`src/rtl/operand_fetch_if.sv`:
```
// operand_fetch_if: bundles the operand_fetch request, writeback, register-file
// and operand handshakes. Signal names keep the i_/o_ prefixes as seen from the
// operand_fetch block.
//   request  : i_req_valid, o_req_ready, i_rs1, i_rs2
//   writeback: i_wb_valid, o_wb_ready, i_wb_addr, i_wb_data
//   reg file : o_rf_wen, o_rf_waddr, o_rf_wdata, o_rf_r1addr, o_rf_r2addr,
//              i_rf_r1data, i_rf_r2data
//   operands : o_op_valid, i_op_ready, o_op1, o_op2
// Modports: slave (operand_fetch itself), master (its surroundings).
interface operand_fetch_if;
  logic        i_req_valid;
  logic        o_req_ready;
  logic [4:0]  i_rs1;
  logic [4:0]  i_rs2;
  logic        i_wb_valid;
  logic        o_wb_ready;
  logic [4:0]  i_wb_addr;
  logic [31:0] i_wb_data;
  logic        o_rf_wen;
  logic [4:0]  o_rf_waddr;
  logic [31:0] o_rf_wdata;
  logic [4:0]  o_rf_r1addr;
  logic [4:0]  o_rf_r2addr;
  logic [31:0] i_rf_r1data;
  logic [31:0] i_rf_r2data;
  logic        o_op_valid;
  logic        i_op_ready;
  logic [31:0] o_op1;
  logic [31:0] o_op2;

  modport slave (
    input  i_req_valid, i_rs1, i_rs2,
    input  i_wb_valid, i_wb_addr, i_wb_data,
    input  i_rf_r1data, i_rf_r2data,
    input  i_op_ready,
    output o_req_ready, o_wb_ready,
    output o_rf_wen, o_rf_waddr, o_rf_wdata, o_rf_r1addr, o_rf_r2addr,
    output o_op_valid, o_op1, o_op2
  );

  modport master (
    output i_req_valid, i_rs1, i_rs2,
    output i_wb_valid, i_wb_addr, i_wb_data,
    output i_rf_r1data, i_rf_r2data,
    output i_op_ready,
    input  o_req_ready, o_wb_ready,
    input  o_rf_wen, o_rf_waddr, o_rf_wdata, o_rf_r1addr, o_rf_r2addr,
    input  o_op_valid, o_op1, o_op2
  );
endinterface

```
`src/rtl/operand_fetch.sv`:
```
// operand_fetch: issue-side controller for a 32x32 register file with a
// one-cycle synchronous read, where a write cycle discards that cycle's reads.
// Latches rs1/rs2, retries the read until a write-free cycle, captures the
// operands (forwarding a same-cycle writeback), and holds them on a
// valid/ready handshake while keeping them coherent with later writebacks.
// x0 operands are always zero and never forwarded.
// Ports:
//   i_clk   : clock, all state on rising edge
//   i_rst_n : synchronous active-low reset
//   bus     : operand_fetch_if.slave (request, writeback, reg file, operands)
// Build option: OPFETCH_STARVE_GUARD_EN -- after three consecutive READ cycles
// lost to writes, o_wb_ready drops for one cycle so the read completes.
module operand_fetch (
  input logic            i_clk,
  input logic            i_rst_n,
  operand_fetch_if.slave bus
);

  typedef enum logic [1:0] {S_IDLE, S_READ, S_DATA, S_VALID} state_t;

  state_t      r_state;
  state_t      w_next;
  logic [4:0]  r_rs1;
  logic [4:0]  r_rs2;
  logic [31:0] r_op1;
  logic [31:0] r_op2;
  logic        w_wb_ready;
  logic        w_wen;
  logic        w_req_ready;
  logic        w_op_valid;
  logic        w_accept;
  logic        w_fwd1;
  logic        w_fwd2;

`ifdef OPFETCH_STARVE_GUARD_EN
  logic [1:0] r_lost;

  // Counts consecutive READ cycles lost to writes; at 3 the write port is
  // closed, so the count can never wrap and clears as READ is left.
  always_ff @(posedge i_clk) begin
    if (!i_rst_n) begin
      r_lost <= '0;
    end else if (r_state == S_READ && w_wen) begin
      r_lost <= r_lost + 2'd1;
    end else begin
      r_lost <= '0;
    end
  end

  always_comb w_wb_ready = i_rst_n && !(r_state == S_READ && r_lost == 2'd3);
`else
  always_comb w_wb_ready = i_rst_n;
`endif

  always_comb begin
    w_wen    = bus.i_wb_valid && w_wb_ready;
    w_fwd1   = w_wen && (bus.i_wb_addr != '0) && (bus.i_wb_addr == r_rs1);
    w_fwd2   = w_wen && (bus.i_wb_addr != '0) && (bus.i_wb_addr == r_rs2);
  end

  always_comb begin
    w_next      = r_state;
    w_req_ready = 1'b0;
    w_op_valid  = 1'b0;
    case (r_state)
      S_IDLE: begin
        w_req_ready = i_rst_n;
        if (bus.i_req_valid) w_next = S_READ;
      end
      S_READ: begin
        // A committed write drops this cycle's read, so retry.
        if (!w_wen) w_next = S_DATA;
      end
      S_DATA: w_next = S_VALID;
      S_VALID: begin
        w_op_valid  = 1'b1;
        w_req_ready = i_rst_n && bus.i_op_ready;
        if (bus.i_op_ready) w_next = bus.i_req_valid ? S_READ : S_IDLE;
      end
      default: w_next = S_IDLE;
    endcase
    w_accept = bus.i_req_valid && w_req_ready;
  end

  always_ff @(posedge i_clk) begin
    if (!i_rst_n) begin
      r_state <= S_IDLE;
      r_rs1   <= '0;
      r_rs2   <= '0;
      r_op1   <= '0;
      r_op2   <= '0;
    end else begin
      r_state <= w_next;
      if (w_accept) begin
        r_rs1 <= bus.i_rs1;
        r_rs2 <= bus.i_rs2;
      end
      if (r_state == S_DATA) begin
        r_op1 <= (r_rs1 == '0) ? '0 : (w_fwd1 ? bus.i_wb_data : bus.i_rf_r1data);
        r_op2 <= (r_rs2 == '0) ? '0 : (w_fwd2 ? bus.i_wb_data : bus.i_rf_r2data);
      end else if (r_state == S_VALID) begin
        if (w_fwd1) r_op1 <= bus.i_wb_data;
        if (w_fwd2) r_op2 <= bus.i_wb_data;
      end
    end
  end

  assign bus.o_req_ready = w_req_ready;
  assign bus.o_wb_ready  = w_wb_ready;
  assign bus.o_rf_wen    = w_wen;
  assign bus.o_rf_waddr  = bus.i_wb_addr;
  assign bus.o_rf_wdata  = bus.i_wb_data;
  assign bus.o_rf_r1addr = r_rs1;
  assign bus.o_rf_r2addr = r_rs2;
  assign bus.o_op_valid  = w_op_valid;
  assign bus.o_op1       = r_op1;
  assign bus.o_op2       = r_op2;

endmodule

```
`src/flat_wrapper.sv`:
```
// flat-port wrapper written by rule: the top's interface ports become plain ports
module operand_fetch_flat 
  (i_clk, i_rst_n, bus_i_req_valid, bus_i_rs1, bus_i_rs2, bus_i_wb_valid, bus_i_wb_addr, bus_i_wb_data, bus_i_rf_r1data, bus_i_rf_r2data, bus_i_op_ready, bus_o_req_ready, bus_o_wb_ready, bus_o_rf_wen, bus_o_rf_waddr, bus_o_rf_wdata, bus_o_rf_r1addr, bus_o_rf_r2addr, bus_o_op_valid, bus_o_op1, bus_o_op2);
  operand_fetch_if bus_i ();
  input logic i_clk;
  input logic i_rst_n;
  input wire logic [$bits(bus_i.i_req_valid)-1:0] bus_i_req_valid;
  input wire logic [$bits(bus_i.i_rs1)-1:0] bus_i_rs1;
  input wire logic [$bits(bus_i.i_rs2)-1:0] bus_i_rs2;
  input wire logic [$bits(bus_i.i_wb_valid)-1:0] bus_i_wb_valid;
  input wire logic [$bits(bus_i.i_wb_addr)-1:0] bus_i_wb_addr;
  input wire logic [$bits(bus_i.i_wb_data)-1:0] bus_i_wb_data;
  input wire logic [$bits(bus_i.i_rf_r1data)-1:0] bus_i_rf_r1data;
  input wire logic [$bits(bus_i.i_rf_r2data)-1:0] bus_i_rf_r2data;
  input wire logic [$bits(bus_i.i_op_ready)-1:0] bus_i_op_ready;
  output wire logic [$bits(bus_i.o_req_ready)-1:0] bus_o_req_ready;
  output wire logic [$bits(bus_i.o_wb_ready)-1:0] bus_o_wb_ready;
  output wire logic [$bits(bus_i.o_rf_wen)-1:0] bus_o_rf_wen;
  output wire logic [$bits(bus_i.o_rf_waddr)-1:0] bus_o_rf_waddr;
  output wire logic [$bits(bus_i.o_rf_wdata)-1:0] bus_o_rf_wdata;
  output wire logic [$bits(bus_i.o_rf_r1addr)-1:0] bus_o_rf_r1addr;
  output wire logic [$bits(bus_i.o_rf_r2addr)-1:0] bus_o_rf_r2addr;
  output wire logic [$bits(bus_i.o_op_valid)-1:0] bus_o_op_valid;
  output wire logic [$bits(bus_i.o_op1)-1:0] bus_o_op1;
  output wire logic [$bits(bus_i.o_op2)-1:0] bus_o_op2;
  assign bus_i.i_req_valid = bus_i_req_valid;
  assign bus_i.i_rs1 = bus_i_rs1;
  assign bus_i.i_rs2 = bus_i_rs2;
  assign bus_i.i_wb_valid = bus_i_wb_valid;
  assign bus_i.i_wb_addr = bus_i_wb_addr;
  assign bus_i.i_wb_data = bus_i_wb_data;
  assign bus_i.i_rf_r1data = bus_i_rf_r1data;
  assign bus_i.i_rf_r2data = bus_i_rf_r2data;
  assign bus_i.i_op_ready = bus_i_op_ready;
  assign bus_o_req_ready = bus_i.o_req_ready;
  assign bus_o_wb_ready = bus_i.o_wb_ready;
  assign bus_o_rf_wen = bus_i.o_rf_wen;
  assign bus_o_rf_waddr = bus_i.o_rf_waddr;
  assign bus_o_rf_wdata = bus_i.o_rf_wdata;
  assign bus_o_rf_r1addr = bus_i.o_rf_r1addr;
  assign bus_o_rf_r2addr = bus_i.o_rf_r2addr;
  assign bus_o_op_valid = bus_i.o_op_valid;
  assign bus_o_op1 = bus_i.o_op1;
  assign bus_o_op2 = bus_i.o_op2;
  operand_fetch u_core (.i_clk(i_clk), .i_rst_n(i_rst_n), .bus(bus_i));
endmodule
```
`config.mk`:
```
export PLATFORM = sky130hd
export DESIGN_NAME = operand_fetch_flat
export DESIGN_NICKNAME = d
export VERILOG_FILES = /design/src/rtl/operand_fetch_if.sv /design/src/rtl/operand_fetch.sv /design/src/flat_wrapper.sv
export SDC_FILE = /design/constraint.sdc
export NUM_CORES = 1
export LEC_CHECK = 0
export BUFFER_PORTS_ARGS = -buffer_cell sky130_fd_sc_hd__buf_4
export CORE_MARGIN = 2
export CORE_UTILIZATION = 47
export DETAILED_ROUTE_END_ITERATION = 12
export HOLD_SLACK_MARGIN = 0.06
export PLACE_DENSITY_LB_ADDON = 0.25
export SYNTH_ARGS = -nofsm -noshare
export SYNTH_HDL_FRONTEND = slang
export SYNTH_SLANG_ARGS = --single-unit
```
`constraint.sdc`:
```
create_clock -name i_clk -period 1.9 [get_ports i_clk]
set_input_delay 0.285 -clock i_clk [delete_from_list [all_inputs] [get_ports i_clk]]
set_output_delay 0.285 -clock i_clk [all_outputs]
set_load 0.03 [all_outputs]
```
Word-level counts from Yosys, hierarchy flattened
Index checks and enable logic that the tools add are counted.
{"block": "word_totals", "inputBits": 116, "register_bits": 76, "out_inout_bits": 115}
{"block": "classes", "reduce_logical": 16, "mux": 17, "n_eq_ne": 8}
{"op": "two-way mux 32 bit", "count": 10}
{"op": "== test 5 bit", "count": 2}
{"op": "zero test 5 bit", "count": 2}
{"op": "one-hot mux 2 bit (4 select lines)", "count": 1}
{"op": "logical AND 1 bit", "count": 6}
{"op": "two-way mux 2 bit", "count": 3}
{"op": "!= test 2 bit (second input constant)", "count": 3}
{"op": "nonzero test 2 bit", "count": 3}
{"op": "nonzero test 5 bit", "count": 1}
{"op": "== test 2 bit (second input constant)", "count": 2}
{"op": "AND reduction 2 bit", "count": 2}
{"op": "AND reduction 3 bit", "count": 1}
{"op": "== test 2 x 1 -> 1 bit (second input constant)", "count": 1}
{"op": "zero test 2 bit", "count": 1}
{"op": "two-way mux 1 bit", "count": 2}
{"op": "one-hot mux 1 bit (2 select lines)", "count": 1}

Longest topological paths before layout
Gate-level depths: netlist of the first run.
{"block": "logic_depth", "ltp_word": 6, "mapped_depth": 7, "mapped_depth_nobuf": 7}

Worst setup path after synthesis of the first run
OpenSTA, ideal clock, no wires.
{"block": "synth_timing", "path_type": "reg2reg", "start": "reg u_core.r_state[1]", "end": "reg u_core.r_rs1[0] (netlist: u_core.bus.o_rf_r1addr[0])", "arrival_ns": 2.173, "required_ns": 1.783, "path_buffers": 0, "path_slack_ns": -0.390, "path_stages_with_launch": 7, "setup_ns": 0.117, "path_cell_list": "dfxtp_1 ha_1 a21oi_1 nor3b_2 nand2_1 mux2i_1 nor2b_1"}
{"block": "synth_via", "elab_chain_len": 3, "elab_cells_between_ends": 4, "cone_classes": "eq/ne (1); mux (1); reduce/logical (2)"}
{"element": "from (decl)", "line": "operand_fetch.sv:21", "text": "state_t r_state;"}
{"element": "from (signal assigned)", "line": "operand_fetch.sv:93", "text": "r_state <= w_next;"}
{"element": "== test 2 bit or zero test 2 bit (tied branches)", "line": "operand_fetch.sv:65", "text": "case (r_state)"}
{"element": "one-hot mux 1 bit (2 select lines) (*)", "line": "operand_fetch.sv:65"}
{"element": "net bus_o_req_ready", "line": "flat_wrapper.sv:16", "text": "output wire logic [$bits(bus_i.o_req_ready)-1:0] bus_o_req_ready;"}
{"element": "logical AND 1 bit (*)", "line": "operand_fetch.sv:82", "text": "w_accept = bus.i_req_valid && w_req_ready;"}
{"element": "to (signal assigned)", "line": "operand_fetch.sv:95", "text": "r_rs1 <= bus.i_rs1;"}
{"element": "to (decl)", "line": "operand_fetch.sv:23", "text": "logic [4:0] r_rs1;"}
The timed path passes the listed nets; every way through them passes the cells marked *.
A chain may end at the register's enable or synchronous reset.

Worst setup path in the final report of the first run
{"block": "layout_timing", "start": "reg u_core.r_state[1]", "end": "out bus_o_req_ready"}
{"block": "layout_via", "elab_chain_len": 2, "elab_cells_between_ends": 3, "cone_classes": "eq/ne (1); mux (1); reduce/logical (1)"}
{"element": "== test 2 bit or zero test 2 bit (tied branches)", "line": "operand_fetch.sv:65"}
{"element": "one-hot mux 1 bit (2 select lines) (*)", "line": "operand_fetch.sv:65"}
{"element": "to (decl)", "line": "flat_wrapper.sv:16"}
Mark *: on every way between the ends. The rest lies on a longest branch, timed or not.

==> impl_metrics.ini, run 1 <==
[placement]
hpwl_um = 10100
routabilityCongestion = 0.831
post_dp_cell_area_sq_um = 6270
io_buffers = 230

[drt]
drcViolationCount = 0
firstDrtPassIters = 4
drt_iter0_markers = 164
finalWirelength_um = 14200
wl_per_cell_um = 17.6
dr_total_vias = 4492
antenna_left = 0
drt-vias-per-instance = 5.59

[run]
maxCapViolCount = 0

[setup_path]
start_kind = flop
arrival_ps = 1540
cp-end-kind = primary output
worstPathMaxFanout = 6
required_ps = 1620
path_class = reg -> out

[synthesis]
avgSynthCellArea_sq_um = 9.52
syn_area_sq_um = 4630
synth-compound-area-share_pct = 39.8
synth_simple_gate_area_share_pct = 4.43
synthFlopType = dfxtp_1
yosys-mux-area-fraction_pct = 2.38
yosys_warnings = 0
synthCells = 486
ys_async_sr_fraction_pct = 0
ys_ff_latch = 76
synth_fa_ha_area_share_pct = 1.35
synth_edf_count = 0
synth_top_family_by_area = compound AO/OA/AOI/OAI gates
synth_nets = 607
synth_cell_type_count = 32
seq_area_frac_synth_pct = 32.9
synth_xor_area_share_pct = 1.89

[die]
fp.dieH_um = 103
core_area_sq_um = 9680
die-area_sq_um = 10700
design.portCount = 231
start_util_pct = 47.8
rows = 36
die_w_um = 103

[global_route]
grt_overflow = 0
grt_max_degree = 54
grt_usage_pct = 25.2
grt_pass1_wl_um = 20800
antenna_found_initial = 0
first_global_vias = 4141

[sta]
slew_headroom_pct = 63.9
period_minus_slack_ps = 1830
worst_slew_pin_slew_ps = 542
setup_viol = 0
finalMaxSlewViolations = 0
finalSetupTns_ps = 0
finalCritPeriodShare_pct = 96.3
timing.fmax_mhz = 547
rsz0062_at_grt = no
fin_skew_ps = 11.4
hold_viol_final = 0

[clock_network]
cts_hold_buf = 0
ctsLongestPathBuffers = 2
cts_buffers = 9
path_clk_slew_ps = 80
cts_sinks = 76
root_buffer = clkbuf_8
cts_max_level = 3
insertion_delay_ps = 360
cts_tree = yes

[finish]
mostFrequentLayoutCells = 244 x buf_4, 74 x dfxtp_1, 67 x inv_1
antenna_cells = 0
final_nets = 787
area_growth_pct = 40.4
register_area_sq_um = 1520
drive_gt1_share_pct = 51.3
nFillCells = 776
final_common_cell = buf_4
multi_input_area_sq_um = 2370
final_cell_area_sq_um = 6490

[power]
powerDensity_nw_per_um2 = 1300
cellLeakagePower_uw = 0.00258
ir_drop_mv = 0.989

[outcome]
status = finished, final reports clean

[hold_path]
hp-class = in -> reg
==> repair_timing <==
| action | CTS | global route |
|---|---|---|
| buffers inserted | 0 | 1 |
| hold endpoints to repair | 0 | 0 |
| endpoints found under the setup margin | 1 | 4 |
| gates resized for setup | 3 | 4 |
| pin swaps | 0 | 2 |
==> cells in the mapped netlist (3+ instances only) <==
master    count  share of area (%)
a221oi_1      4               0.76
a221oi_2     60                 19
buf_2         7               0.76
buf_4        42                6.8
buf_6         9                2.2
clkbuf_1     25                2.0
dfxtp_1      76                 33
ha_1          5                1.4
inv_1        67                5.4
mux2i_1      11                2.4
nand2_1       4               0.32
nor2_1        6               0.49
nor2b_1      12                1.6
nor3_2        3               0.65
o21ai_0       7               0.76
o21ai_1      57                6.2
o31ai_1      64                 10
xor2_1       10                1.9
==> critical path: stages, from the launching register on <==
cell,delay [ps]
dfxtp_2,390
ha_2,290
a21oi_1,120
nor3b_4,220
buf_6,160
==> layout make-up <==
| cell class | count | area share (%) |
|---|---|---|
| tap | 133 | 2.56 |
| multi-input combinational | 259 | 36.5 |
| sequential | 76 | 23.5 |
| inverter | 67 | 3.87 |
| clock buffer | 12 | 2.23 |
| timing repair buffer | 253 | 30.6 |
| clock inverter | 4 | 0.751 |
==> cells by family after synthesis <==
kind of cell,after synthesis
compound gates,201
xor+xnor,10
fa+ha+maj,5
buf+inv,151
flops,76
mux,11
simple gates,32
==> power breakdown <==
part,switching (uW),internal [uW]
Clock,627,643
Combinational,2810,1900
Sequential,322,2110
Total,3760,4660
==> path summary, 6_finish.rpt <==
kind	endpoint	slack, ps	cells after the start	start
worst max-delay path	bus_o_req_ready	70	4	u_core.r_state[1]
worst min-delay path	u_core.bus.o_rf_r1addr[0]	180	3	bus_i_rs1[0]
worst max register to register	u_core.bus.o_op2[22]	100	6	u_core.bus.o_rf_r2addr[2]
worst min register to register	u_core.bus.o_op2[2]	460	2	u_core.bus.o_op2[2]
==> registers in the layout (all words and copies together) (netlist names) <==
| signal | count |
|---|---|
| u_core.bus.o_op2 | 32 |
| u_core.r_state | 2 |
| u_core.bus.o_rf_r2addr | 5 |
| u_core.bus.o_op1 | 32 |
| u_core.bus.o_rf_r1addr | 5 |
==> layer usage <==
layer	vias to the layer above	track usage [%]	wire length (um)
met4	0	9.11	266
li1	2136	-	-
met3	22	3.63	945
met2	204	43.1	6950
met5	-	0	0
met1	2130	32.6	6000
==> through the flow <==
| stage | total power, uW | hold WS, ps | util (%) | std cells | worst slack [ps] |
|---|---|---|---|---|---|
| after floorplan | 5560 | 451 | - | 486 | 13.0 |
| after global placement | 7000 | 449 | 64.7 | 787 | 130 |
| after detailed placement | 7100 | 450 | 64.7 | 787 | 16.1 |
| after CTS | 8380 | 171 | 66.8 | 803 | 3.19 |
| after global routing | 8830 | 175 | 67.1 | 804 | 0.846 |
| final | 8410 | 177 | 67.1 | 804 | 70.8 |
No activity file was read; power rests on OpenSTA's default activity.
==> run 2: changes to the inputs <==
Settings changed: CORE_ASPECT_RATIO from default to 2.
==> impl_metrics.ini, run 2 (synthesized netlist as in run 1, its figures left out) <==
[outcome]
status = finished, final reports clean

[drt]
dr_total_vias = 4510
drcViolationCount = 0
drt_iter0_markers = 307
firstDrtPassIters = 5
finalWirelength_um = 14700
wl_per_cell_um = 18.2
antenna_left = 0
drt-vias-per-instance = 5.60

[clock_network]
path_clk_slew_ps = 60
root_buffer = clkbuf_16
cts_hold_buf = 0
ctsLongestPathBuffers = 2
cts_sinks = 76
cts_max_level = 3
cts_tree = yes
insertion_delay_ps = 330
cts_buffers = 9

[sta]
whs_ps = 201
worst_slew_pin_slew_ps = 745
period_minus_slack_ps = 1810
setup_viol = 0
rsz0062_at_grt = no
finalMaxSlewViolations = 0
slew_headroom_pct = 50.3
fin_skew_ps = 7.31
finalCritPeriodShare_pct = 95.5
hold_viol_final = 0
timing.fmax_mhz = 551
finalSetupTns_ps = 0

[die]
core_area_sq_um = 9640
die-area_sq_um = 10700
rows = 51
die_w_um = 74.2
fp.dieH_um = 144
design.portCount = 231
start_util_pct = 48.0

[setup_path]
critical_path.cell_chain = inv_2, ha_1, nor3b_4, buf_4
crit_buf_inv = 2
arrival_ps = 1530
path_class = reg -> out
required_ps = 1620
worstPathMaxFanout = 4
max_stage_delay_ps = 360
crit_family = flip-flops
cpMaxStageDelayCell = dfxtp_2
cp-end-kind = primary output
start_kind = flop

[run]
maxCapViolCount = 0

[power]
pwr-share-seq_pct = 27.0
p_comb_share_pct = 52.6
cellLeakagePower_uw = 0.00266
powerDensity_nw_per_um2 = 1360
switching_power_uw = 3810
ir_drop_mv = 0.883
swShare_pct = 42.1
p_total_uw = 9050
power.internal_uw = 5240
p_clk_share_pct = 20.4

[finish]
antenna_cells = 0
drive_gt1_share_pct = 51.3
area_growth_pct = 43.9
mostFrequentLayoutCells = 245 x buf_4, 75 x dfxtp_1, 66 x inv_1
final_cell_area_sq_um = 6660
final_nets = 789
final-instance-count-excl-fill = 805
final_common_cell = buf_4

[placement]
hpwl_um = 10700
dp_cells = 789
io_buffers = 230
post_dp_cell_area_sq_um = 6340
routabilityCongestion = 0.816

[global_route]
antenna_found_initial = 0
grt_usage_pct = 26.7
first_global_vias = 4424
grt_max_degree = 78
grt_overflow = 0
grt_pass1_wl_um = 22000

[hold_path]
hp-class = in -> reg
-- run 2: path summary, 6_finish.rpt --
kind	startpoint	end	slack, ps	cells past startpoint
worst min register to register	u_core.bus.o_op2[4]	u_core.bus.o_op2[4]	460	2
worst max-delay path	u_core.r_state[0]	bus_o_req_ready	90	4
worst min-delay path	bus_i_rs2[3]	u_core.bus.o_rf_r2addr[3]	200	3
worst max register to register	u_core.bus.o_rf_r1addr[2]	u_core.bus.o_op1[0]	110	7
-- run 2: cell type report --
class	instances	area [sq um]
clock inverter	4	72.6
tap	132	165
timing repair buffer	255	2040
fill	798	2980
clock buffer	12	246
sequential	76	1520
multi-input combinational	259	2360
inverter	67	251
-- run 2: power by group through the flow --
stage | logic [uW] | clock network, uW | registers (uW)
after floorplan | 2200 | 0 | 3360
after global placement | 4660 | 0 | 2450
after detailed placement | 4760 | 0 | 2470
after CTS | 4770 | 1870 | 2440
after global routing | 5040 | 1940 | 2490
final | 4760 | 1850 | 2440
-- run 2: through the flow --
| step | utilization [%] | worst slack [ps] |
|---|---|---|
| finish | 69.1 | 85.5 |
| global route | 69.1 | 0.222 |
| CTS | 69.1 | 5.14 |
| detailed placement | 65.8 | 87.4 |
| global placement | 65.8 | 126 |
| floorplan | - | 13.0 |
-- run 2: per-layer routing --
layer  vias to the layer above  global-route usage [%]  wire length, um
met5                         -                       0                0
met4                         0                    13.9              618
met3                        45                    4.95              904
met1                      2127                    28.6             5050
met2                       206                    48.0             8120
li1                       2132                       -                -
-- run 2: repair_timing --
item / 4_1_cts / 5_1_grt
resized for setup: 1 / 2
setup buffers: 0 / 0
endpoints found under the setup margin: 1 / 2
-- run 2: tightest hold or removal path: cells and delay by family --
family	cells	cell delay [ps]
muxes	1	50
buffers and inverters	1	70
and+or+nand+nor	1	90
==> run 3: changes to the inputs <==
Settings changed: ABC_AREA from default to 1, BUFFER_PORTS_ARGS -buffer_cell sky130_fd_sc_hd__buf_4 to default, CORE_UTILIZATION 47 to 49, DONT_BUFFER_PORTS from default to 1.
Clock period 1.9 ns to 2.3 ns, I/O delays scaled along.
==> impl_metrics.ini, run 3 <==
[outcome]
status = finished, final reports clean

[drt]
wl_per_cell_um = 17.2
finalWirelength_um = 16700
dr_total_vias = 5403
drt_iter0_markers = 429
firstDrtPassIters = 5
antenna_left = 0
drcViolationCount = 0
drt-vias-per-instance = 5.58

[hold_path]
hp-class = in -> reg
min_to = u_core.bus.o_op2[24]
min_from = i_rst_n
holdPathStages = 2

[clock_network]
path_clk_slew_ps = 60
cts_buffers = 9
insertion_delay_ps = 340
post-cts-setup-buffers = 0
cts_resized = 0
cts_hold_buf = 0
root_buffer = clkbuf_16
cts_max_level = 3
cts_tree = yes
cts_sinks = 76
ctsLongestPathBuffers = 2

[die]
design.portCount = 231
die-area_sq_um = 12100
die_w_um = 78.8
start_util_pct = 50.1
fp.dieH_um = 154
core_area_sq_um = 10900
rows = 54

[placement]
io_buffers = 0
post-place-ws_ps = 361
routabilityCongestion = 0.867
hpwl_um = 11400

[sta]
finalSetupTns_ps = 0
rsz0062_at_grt = no
worst_slew_pin_slew_ps = 591
setup_viol = 0
whs_ps = 146
fin_ws_ps = 282
slew_headroom_pct = 60.5
timing.fmax_mhz = 496
hold_viol_final = 0
finalMaxSlewViolations = 0
period_minus_slack_ps = 2020
fin_skew_ps = 6.44
finalCritPeriodShare_pct = 87.7

[setup_path]
path_class = reg -> out
reg2reg_from = u_core.r_state[0]
critical_path.cell_chain = ha_1, a21oi_1, nor3_4, buf_4
arrival_ps = 1670
worstPathMaxFanout = 6
rr_worst_depth = 7
required_ps = 1960
cp-end-kind = primary output
r2r_end = u_core.bus.o_op2[8]
max_stage_delay_ps = 420
rrSetupSlack_ps = 360
start_kind = flop
cpMaxStageDelayCell = dfxtp_1
crit_path_start = u_core.r_state[0]

[synthesis]
synthFlopType = dfxtp_1
synthCells = 875
yosys.area.top_type = dfxtp_1
yosysMostFrequentCell = nand3_1
avgSynthCellArea_sq_um = 6.27
synth-compound-area-share_pct = 17.1
synth_xor_area_share_pct = 1.28
synth_top_family_by_area = simple AND/OR/NAND/NOR gates
synth_edf_count = 0
seq_area_frac_synth_pct = 27.7
synth_cell_type_count = 25
ys_ff_latch = 76
synth_top_cells_by_count = 197 x nand3_1, 178 x inv_1, 146 x nand2_1
yosys-mux-area-fraction_pct = 0
syn_area_sq_um = 5490
synth_simple_gate_area_share_pct = 30.8
yosysTopAreaCellShare_pct = 27.7
synth_fa_ha_area_share_pct = 1.14
synth_nets = 996
synth_area_leaders = dfxtp_1 28%, nand3_1 18%, inv_1 12%, nand2_1 10%, o21bai_1 8.9%
yosys_warnings = 0
ys_async_sr_fraction_pct = 0

[global_route]
grt_pass1_wl_um = 26400
antenna_found_initial = 0
grt_usage_pct = 27.2
grt_overflow = 0
first_global_vias = 5256
grt_max_degree = 76

[finish]
area_growth_pct = 4.15
final_nets = 944
antenna_cells = 0
drive_gt1_share_pct = 7.00
final_common_cell = nand3_1
mostFrequentLayoutCells = 197 x nand3_1, 178 x inv_1, 146 x nand2_1

[power]
cellLeakagePower_uw = 0.00281
ir_drop_mv = 0.860
powerDensity_nw_per_um2 = 1250
p_total_uw = 7140

[run]
maxCapViolCount = 0
==> run 3: how the worst max path moves through the flow <==
stage / to / slack, ps
floorplan: u_core.bus.o_rf_r2addr[0] / 210
global placement: u_core.bus.o_op2[6] / 440
detailed placement: u_core.bus.o_op2[2] / 360
CTS: bus_o_req_ready / 270
global route: u_core.bus.o_rf_r2addr[1] / 160
finish: bus_o_req_ready / 280
==> run 3: layout make-up <==
cell class	instances	area [sq um]
tap	140	175
multi-input combinational	524	2770
inverter	179	672
timing repair buffer	33	273
clock buffer	12	236
clock inverter	4	73.8
sequential	76	1520
fill	1151	5230
==> run 3: metrics by stage <==
| step | cells | instance area, sq um | util [%] |
|---|---|---|---|
| 6_report | 968 | 5720 | 52.2 |
| 5_1_grt | 968 | 5720 | 52.2 |
| 4_1_cts | 968 | 5720 | 52.2 |
| 3_5_place_dp | 952 | 5410 | 49.4 |
| 3_3_place_gp | 952 | 5410 | 49.4 |
| 2_1_floorplan | 875 | 5490 | - |
==> run 3: where the power goes <==
| part | switching (uW) | internal, uW |
|---|---|---|
| clock network | 581 | 953 |
| logic | 1620 | 1130 |
| registers | 1090 | 1760 |
| total | 3290 | 3850 |
==> run 3: cells by family (layout without fill, tap and decap cells) <==
kind of cell    after synthesis  count (layout)
fa+ha+maj                     5               5
buf+inv                     275             228
simple gates                357             357
xor+xnor                      8               8
compound gates              154             154
flops                        76              76
==> run 3: worst max-delay path, delay by kind of cell (launching register included) <==
family | cells | cell delay [ps]
flops | 1 | 420
simple gates | 1 | 150
fa+ha+maj | 1 | 400
compound gates | 1 | 170
buf+inv | 1 | 200
==> run 3: per-layer routing <==
| metal | track usage (%) | part of all wire (%) |
|---|---|---|
| met2 | 48.0 | 52 |
| met1 | 30.7 | 37 |
| met4 | 12.0 | 3.1 |
| met3 | 5.93 | 7.2 |
| met5 | 0 | 0 |
